**config.mk**
```make
export PLATFORM = sky130hd
export DESIGN_NAME = conv_mac_array_flat
export DESIGN_NICKNAME = d
export VERILOG_FILES = /design/src/rtl/conv_mac_if.sv /design/src/rtl/conv_mac_array.sv /design/src/flat_wrapper.sv
export SDC_FILE = /design/constraint.sdc
export NUM_CORES = 2
export LEC_CHECK = 0
export CAP_MARGIN = 20
export CORE_MARGIN = 5
export CORE_UTILIZATION = 45
export CTS_CLUSTER_SIZE = 30
export DETAILED_ROUTE_END_ITERATION = 8
export GPL_TIMING_DRIVEN = 0
export HOLD_SLACK_MARGIN = 0.02
export PLACE_DENSITY = 0.69
export SYNTH_ARGS = -nofsm -noshare
export SYNTH_HDL_FRONTEND = slang
export SYNTH_SLANG_ARGS = --single-unit
export TNS_END_PERCENT = 10
```
**constraint.sdc**
```tcl
create_clock -name clk -period 9.17 [get_ports clk]
set_input_delay 1.3755 -clock clk [delete_from_list [all_inputs] [get_ports clk]]
set_output_delay 1.3755 -clock clk [all_outputs]
set_load 0.05 [all_outputs]
```
**src/rtl/conv_mac_if.sv**
```systemverilog
// Handshake and data bundle between the pixel fetch stream, the weight loader
// and the conv_mac_array multiply-accumulate block.
interface conv_mac_if #(
  parameter int K    = 3,
  parameter int ILEN = 8,
  parameter int CH   = 4,
  parameter int ALEN = 18
);
  localparam int N  = K * K;
  localparam int NW = CH * N;
  localparam int AW = (NW > 1) ? $clog2(NW) : 1;
  localparam int CW = (CH > 1) ? $clog2(CH) : 1;

  logic            signed_mode;
  logic            wt_we;
  logic            wt_ready;
  logic [AW-1:0]   wt_addr;
  logic [ILEN-1:0] wt_data;
  logic            in_valid;
  logic            in_ready;
  logic [ILEN-1:0] in_pix;
  logic            out_valid;
  logic            out_ready;
  logic [ALEN-1:0] out_sum [N];
  logic [CW-1:0]   ch_idx;

  modport master (
    output signed_mode, wt_we, wt_addr, wt_data, in_valid, in_pix, out_ready,
    input  wt_ready, in_ready, out_valid, out_sum, ch_idx
  );

  modport slave (
    input  signed_mode, wt_we, wt_addr, wt_data, in_valid, in_pix, out_ready,
    output wt_ready, in_ready, out_valid, out_sum, ch_idx
  );
endinterface

```
**src/rtl/conv_mac_array.sv**
```systemverilog
// Streaming K*K multiply-accumulate array: per-channel weight bank, a product stage
// and a channel accumulator that emits one vector of partial sums per CH-beat group.
module conv_mac_array #(
  parameter int K    = 3,
  parameter int ILEN = 8,
  parameter int OLEN = 16,
  parameter int CH   = 4,
  parameter int ALEN = 18
) (
  input logic       clk,
  input logic       rst,
  conv_mac_if.slave bus
);
  localparam int N  = K * K;
  localparam int NW = CH * N;
  localparam int AW = (NW > 1) ? $clog2(NW) : 1;
  localparam int CW = (CH > 1) ? $clog2(CH) : 1;
  localparam logic [CW-1:0] CH_LAST = CW'(CH - 1);

  function automatic logic [OLEN-1:0] ext_o(input logic [ILEN-1:0] v, input logic s);
    logic [OLEN-1:0] r;
    if (s) r = OLEN'($signed(v));
    else   r = OLEN'(v);
    return r;
  endfunction

  function automatic logic [ALEN-1:0] ext_a(input logic [OLEN-1:0] v, input logic s);
    logic [ALEN-1:0] r;
    if (s) r = ALEN'($signed(v));
    else   r = ALEN'(v);
    return r;
  endfunction

  logic [ILEN-1:0] wt [NW];
  logic [CW-1:0]   ch_idx;
  logic            grp_signed;
  logic [OLEN-1:0] p [N];
  logic            p_valid;
  logic            p_first;
  logic            p_last;
  logic            p_signed;
  logic [ALEN-1:0] acc [N];
  logic [ALEN-1:0] out_sum [N];
  logic            out_valid;

  logic            adv;
  logic            accept;
  logic            wt_wr;
  logic            grp_start;
  logic            cur_signed;
  logic [AW-1:0]   base;
  logic [OLEN-1:0] p_next [N];
  logic [ALEN-1:0] sum [N];

  assign adv          = !(out_valid && !bus.out_ready);
  assign grp_start    = (ch_idx == '0);
  assign bus.in_ready = adv && !rst;
  assign bus.wt_ready = !rst && grp_start && !p_valid;
  assign accept       = bus.in_valid && bus.in_ready;
  assign wt_wr        = bus.wt_we && bus.wt_ready && (int'(bus.wt_addr) < NW);

  // The first beat of a group follows the live mode pin; later beats use the latched mode.
  assign cur_signed = grp_start ? bus.signed_mode : grp_signed;
  assign base       = AW'(int'(ch_idx) * N);

  assign bus.out_valid = out_valid;
  assign bus.out_sum   = out_sum;
  assign bus.ch_idx    = ch_idx;

  always_comb begin
    for (int i = 0; i < N; i++) begin
      p_next[i] = ext_o(bus.in_pix, cur_signed) * ext_o(wt[base + AW'(i)], cur_signed);
      sum[i]    = (p_first ? '0 : acc[i]) + ext_a(p[i], p_signed);
    end
  end

  // Both pipeline stages and the output register freeze together while the consumer stalls.
  always_ff @(posedge clk) begin
    if (rst) begin
      for (int i = 0; i < NW; i++) wt[i] <= '0;
      for (int i = 0; i < N; i++) begin
        p[i]       <= '0;
        acc[i]     <= '0;
        out_sum[i] <= '0;
      end
      ch_idx     <= '0;
      grp_signed <= 1'b0;
      p_valid    <= 1'b0;
      p_first    <= 1'b0;
      p_last     <= 1'b0;
      p_signed   <= 1'b0;
      out_valid  <= 1'b0;
    end else begin
      if (wt_wr) wt[bus.wt_addr] <= bus.wt_data;
      if (adv) begin
        p_valid <= accept;
        if (accept) begin
          for (int i = 0; i < N; i++) p[i] <= p_next[i];
          p_first  <= grp_start;
          p_last   <= (ch_idx == CH_LAST);
          p_signed <= cur_signed;
          if (grp_start) grp_signed <= bus.signed_mode;
          ch_idx   <= (ch_idx == CH_LAST) ? '0 : ch_idx + 1'b1;
        end
        if (p_valid && p_last) begin
          for (int i = 0; i < N; i++) begin
            out_sum[i] <= sum[i];
            acc[i]     <= '0;
          end
          out_valid <= 1'b1;
        end else begin
          if (p_valid) begin
            for (int i = 0; i < N; i++) acc[i] <= sum[i];
          end
          if (bus.out_ready) out_valid <= 1'b0;
        end
      end
    end
  end
endmodule

```
**src/flat_wrapper.sv**
```systemverilog
// flat-port wrapper written by rule: the top's interface ports become plain ports
module conv_mac_array_flat 
#(
  parameter int K    = 3,
  parameter int ILEN = 8,
  parameter int OLEN = 16,
  parameter int CH   = 4,
  parameter int ALEN = 18
)
  (clk, rst, bus_signed_mode, bus_wt_we, bus_wt_addr, bus_wt_data, bus_in_valid, bus_in_pix, bus_out_ready, bus_wt_ready, bus_in_ready, bus_out_valid, bus_out_sum, bus_ch_idx);
  conv_mac_if #(.K(K), .ILEN(ILEN), .CH(CH), .ALEN(ALEN)) bus_i ();
  input logic clk;
  input logic rst;
  input wire logic [$bits(bus_i.signed_mode)-1:0] bus_signed_mode;
  input wire logic [$bits(bus_i.wt_we)-1:0] bus_wt_we;
  input wire logic [$bits(bus_i.wt_addr)-1:0] bus_wt_addr;
  input wire logic [$bits(bus_i.wt_data)-1:0] bus_wt_data;
  input wire logic [$bits(bus_i.in_valid)-1:0] bus_in_valid;
  input wire logic [$bits(bus_i.in_pix)-1:0] bus_in_pix;
  input wire logic [$bits(bus_i.out_ready)-1:0] bus_out_ready;
  output wire logic [$bits(bus_i.wt_ready)-1:0] bus_wt_ready;
  output wire logic [$bits(bus_i.in_ready)-1:0] bus_in_ready;
  output wire logic [$bits(bus_i.out_valid)-1:0] bus_out_valid;
  output wire logic [$bits(bus_i.out_sum)-1:0] bus_out_sum;
  output wire logic [$bits(bus_i.ch_idx)-1:0] bus_ch_idx;
  assign bus_i.signed_mode = bus_signed_mode;
  assign bus_i.wt_we = bus_wt_we;
  assign bus_i.wt_addr = bus_wt_addr;
  assign bus_i.wt_data = bus_wt_data;
  assign bus_i.in_valid = bus_in_valid;
  assign bus_i.in_pix = bus_in_pix;
  assign bus_i.out_ready = bus_out_ready;
  assign bus_wt_ready = bus_i.wt_ready;
  assign bus_in_ready = bus_i.in_ready;
  assign bus_out_valid = bus_i.out_valid;
  assign bus_out_sum = {>>{bus_i.out_sum}};
  assign bus_ch_idx = bus_i.ch_idx;
  conv_mac_array #(.K(K), .ILEN(ILEN), .OLEN(OLEN), .CH(CH), .ALEN(ALEN)) u_core (.clk(clk), .rst(rst), .bus(bus_i));
endmodule
```
==> reports/summary.md <==
The flow ran to the end, and the final reports show no timing, DRC or antenna violations. The run gives 0 as the final-report hold violation count. The post-layout worst setup margin came out at 0.141 ns. In the synthesized netlist, the number of instances is 7,601. The clock transition at the register clock pins on the worst setup and hold paths after CTS was 0.06 ns; the number of cells after detailed placement was 10,500. Excluding fillers, the count of instances in the completed layout stands at 10,800.

Counting every sink on the clock net gives 955. The tightest min-delay check is of the reg2reg type. Summed over all layers, the routed wires come to 276 mm. The critical path contains buffers and inverters numbering 13 combined. From left edge to right edge, the die measures 442 um.

The final clock period utilization by the worst path works out to 0.985. The tools report the cell at the root of the clock tree as sky130_fd_sc_hd__clkbuf_16. In this design, the stage delay of the slowest critical-path cell is 0.80 ns. IR analysis of the VDD net gives a maximum drop of 0.000395 V. On the critical path, the stage with the largest delay is an instance of sky130_fd_sc_hd__clkbuf_1. The run gives 0 as the total of warnings raised by yosys. After detailed routing, the number of remaining DRC violations is 0.

The worst hold path passes through 2 cells. The floorplan step defined a die boundary enclosing 195,000 um2. The first global-routing pass estimated 404 mm of wire. For the worst setup path, the data arrival time is 9.48 ns.

Kind of end point of the critical path: a flip-flop. The endpoint identified for the worst register-to-register timing path is u_core.p[0][29]. The die height was 442 um; the via count was 60,500.

Entering global routing, the biggest net connects 65 pins. The number of synthesized flops with an enable pin works out to 786. 195 I/O pins were placed.

The kind of cell with the highest combined delay on the critical path is adder cells. Among the stages of the critical path, the cell type that occurs most often is sky130_fd_sc_hd__inv_1. At the pin with the least slew margin, the transition time is 1.26 ns. The area of the core is 186,000 um2, and the global placement routability congestion is 1.00. Along the worst path, the maximum fanout reaches 12. Synthesis instantiated 75 different standard cells from the library. The setup slack on the worst flop-to-flop path is 0.14 ns, and the number of antenna violations at the first check in global routing is 9. The worst slew slack as a fraction of its limit was 0.162; the initial standard-cell utilization of the core was 0.453. The mean post-synth cell area is 11.1 um2, and the routed wirelength normalized by instance count is 25.6 um. In the routed layout, each cell is associated on average with a via count of 5.62.

Before CTS, the worst setup slack after placement is -2.68 ns. The via count of the first global-routing pass is 60,700, and the total iterations of the first detailed-routing run is 6. The share of async-settable or async-resettable flops after synthesis is 0. Global routing finished with a remaining overflow of 0. The estimated wirelength of the detail-placed design came out at 222 mm. In this run the most critical hold path is launched from u_core.bus.out_sum[44]. The number of setup violations in the final report is 0. The number of slew-limit violations in the final report is 0. The utilization after layout was 0.512. The worst setup path is of the reg2reg kind. The share of post-route cells with drive strength above 1 was 0.107. The clock latency reported for the late side of the worst-skew pair was 0.74 ns.

The first routing iteration left 6,500 violations. Input and output buffers added on the ports amount to 191. The run gives 158 as the number of standard-cell rows in the floorplan. The worst register-to-register path begins at u_core.bus.ch_idx[0].

The highest clock rate came out at 111 MHz. STA classifies the critical path startpoint as a flip-flop. The cell area after technology mapping was 84,000 um2; the number of H-tree branching levels was 3.

Data on the critical path is required at its endpoint by 9.62 ns. Summed over all cells, the static leakage comes to 40.7 nW. The final layout contains 9,498 nets. The sequential fraction of the synthesis area came out at 0.321.

The power per unit of standard cell area is 315 nW/um2. The critical path crosses 30 cells after its start point. In this run the remaining antenna-violating nets after routing total 0.

The run gives 0 ns as the setup TNS. The flip-flop and latch count after synthesis works out to 955. The tools report the maximum clock insertion buffer count as 3. Clock tree synthesis inserted a total of 103 buffers. The capturing element of the worst setup path was u_core.p[0][29]. For the clock skew after layout, the log shows 0.0447 ns.

TritonCTS built the clock tree. For the overall track demand over capacity in global routing, the log shows 0.278. Setup repair after global routing left no endpoint under its margin.

Number of max-cap violations: 0. From synthesis to final layout, the design area changed by 13.1%. The critical path starts at u_core.bus.ch_idx[0]. The most used flip-flop cell after synthesis is sky130_fd_sc_hd__edfxtp_1.

The worst register-to-register path has a depth of 30. For the finished layout, the period the worst path requires is 9.03 ns.
## flip-flops by register name (all words and copies together), names as in the netlist, 2 cells and up
| signal | count |
|---|---|
| u_core.wt | 480 |
| u_core.bus.out_sum | 162 |
| u_core.acc | 162 |
| u_core.bus.ch_idx | 2 |
| u_core.p | 144 |
## tightest hold or removal path: cells and delay by family, from the launching register on
kind,cells,cell delay (ns)
compound gates,1,0.05
simple gates,1,0.05
flops,1,0.31
## timing repair
action / 4_1_cts / 5_1_grt
endpoints found under the setup margin: 80 / 29
endpoints found under the hold margin: 0 / 0
hold buffers: 0 / 0
buffers inserted: 32 / 23
pin swaps: 6 / 11
resized for setup: 173 / 41
## cell usage after synthesis, types with 60 or more instances
library cell / n / area share
sky130_fd_sc_hd__inv_1: 1107 / 0.049
sky130_fd_sc_hd__edfxtp_1: 786 / 0.28
sky130_fd_sc_hd__fa_1: 684 / 0.16
sky130_fd_sc_hd__and2_1: 632 / 0.047
sky130_fd_sc_hd__nor2_1: 618 / 0.028
sky130_fd_sc_hd__ha_1: 611 / 0.091
sky130_fd_sc_hd__mux4_2: 383 / 0.10
sky130_fd_sc_hd__nor2b_1: 376 / 0.028
sky130_fd_sc_hd__nand2_1: 317 / 0.014
sky130_fd_sc_hd__xnor2_1: 287 / 0.030
sky130_fd_sc_hd__a21oi_1: 243 / 0.014
sky130_fd_sc_hd__clkbuf_1: 242 / 0.011
sky130_fd_sc_hd__dfxtp_1: 169 / 0.040
sky130_fd_sc_hd__xor2_1: 126 / 0.013
sky130_fd_sc_hd__nand2b_1: 101 / 0.0075
sky130_fd_sc_hd__o21ai_0: 82 / 0.0049
sky130_fd_sc_hd__and3_1: 79 / 0.0059
sky130_fd_sc_hd__nor3_1: 68 / 0.0041
sky130_fd_sc_hd__a21o_1: 60 / 0.0054
## power breakdown
part | total, W | internal, W | leakage, nW | switching, W
sequential | 0.00561 | 0.00533 | 9.48 | 0.000283
clock | 0.00417 | 0.00236 | 1.62 | 0.00181
combinational | 0.0201 | 0.00821 | 29.6 | 0.0119
total | 0.0299 | 0.0159 | 40.7 | 0.0140
## worst min path at each step
stage,endpoint,slack (ns)
after floorplan,u_core.bus.out_valid,0.48
after global placement,u_core.bus.out_sum[23],0.44
after detailed placement,u_core.bus.out_sum[44],0.45
after CTS,u_core.bus.out_sum[44],0.45
after global routing,u_core.bus.out_sum[108],0.47
final,u_core.bus.out_sum[44],0.45
## placed cells by master, fill, tap and decap left out, types with 16 or more instances in the layout
| cell type | instances |
|---|---|
| sky130_fd_sc_hd__clkinv_2 | 18 |
| sky130_fd_sc_hd__o21ai_0 | 79 |
| sky130_fd_sc_hd__nand2b_1 | 99 |
| sky130_fd_sc_hd__conb_1 | 192 |
| sky130_fd_sc_hd__and2_1 | 632 |
| sky130_fd_sc_hd__nor2b_1 | 376 |
| sky130_fd_sc_hd__buf_8 | 19 |
| sky130_fd_sc_hd__clkinv_1 | 16 |
| sky130_fd_sc_hd__o21a_1 | 50 |
| sky130_fd_sc_hd__clkdlybuf4s50_1 | 191 |
| sky130_fd_sc_hd__and3_1 | 79 |
| sky130_fd_sc_hd__buf_6 | 33 |
| sky130_fd_sc_hd__nand2_1 | 317 |
| sky130_fd_sc_hd__mux2i_1 | 31 |
| sky130_fd_sc_hd__a21oi_1 | 242 |
| sky130_fd_sc_hd__xor2_1 | 124 |
| sky130_fd_sc_hd__or2_2 | 57 |
| sky130_fd_sc_hd__mux4_2 | 383 |
| sky130_fd_sc_hd__fa_1 | 680 |
| sky130_fd_sc_hd__edfxtp_1 | 786 |
| sky130_fd_sc_hd__nand3_1 | 44 |
| sky130_fd_sc_hd__o21bai_1 | 29 |
| sky130_fd_sc_hd__dfxtp_1 | 167 |
| sky130_fd_sc_hd__ha_1 | 608 |
| sky130_fd_sc_hd__inv_1 | 1104 |
| sky130_fd_sc_hd__buf_2 | 24 |
| sky130_fd_sc_hd__clkbuf_1 | 242 |
| sky130_fd_sc_hd__nor2_1 | 616 |
| sky130_fd_sc_hd__xnor2_1 | 282 |
| sky130_fd_sc_hd__clkbuf_16 | 103 |
| sky130_fd_sc_hd__nor3_1 | 66 |
| sky130_fd_sc_hd__diode_2 | 18 |
| sky130_fd_sc_hd__a211oi_1 | 46 |
| sky130_fd_sc_hd__mux2i_4 | 20 |
| sky130_fd_sc_hd__buf_4 | 77 |
| sky130_fd_sc_hd__a21o_1 | 59 |
| sky130_fd_sc_hd__nand3b_1 | 20 |
| sky130_fd_sc_hd__a31oi_1 | 18 |
| sky130_fd_sc_hd__or3_1 | 21 |
## per-layer routing
layer / part of all wire / up-vias / GRT usage
met5: 0.000076 / - / 0
met4: 0.061 / 4 / 0.141
met3: 0.094 / 639 / 0.0634
met2: 0.45 / 3083 / 0.436
met1: 0.39 / 30300 / 0.363
li1: - / 26400 / -
## stage by stage
step	instance area [um2]	hold slack [ns]	power, W
global route	95000	0.472	0.0324
detailed placement	90300	0.446	0.0248
CTS	94500	0.454	0.0295
global placement	89800	0.443	0.0243
finish	95000	0.452	0.0299
floorplan	84700	0.484	0.0193
## cells by family (layout without fill, tap and decap cells)
| family | after synthesis | count (layout) | share of synthesized area |
|---|---|---|---|
| AO/OA/AOI/OAI | 645 | 645 | 0.0490 |
| multiplexers | 457 | 457 | 0.115 |
| flip-flops | 955 | 955 | 0.321 |
| buffers and inverters | 1451 | 1918 | 0.0684 |
| AND/OR/NAND/NOR | 2381 | 2381 | 0.149 |
| XOR/XNOR | 416 | 416 | 0.0439 |
| adder cells (fa/ha/maj) | 1295 | 1295 | 0.254 |
| other | 1 | 210 | 0.0000446 |
## final cells by class
| class | instances | area [um2] |
|---|---|---|
| multi-input cells | 5386 | 52500 |
| clock buffers | 128 | 2720 |
| flip-flops and latches | 955 | 27000 |
| well taps | 2480 | 3100 |
| diodes | 18 | 45.0 |
| clock inverters | 61 | 574 |
| fillers | 16500 | 90600 |
| plain buffers | 340 | 1950 |
| repair buffers | 282 | 2980 |
| inverters | 1107 | 4160 |
Note: power is estimated with default switching activity, not from simulation.
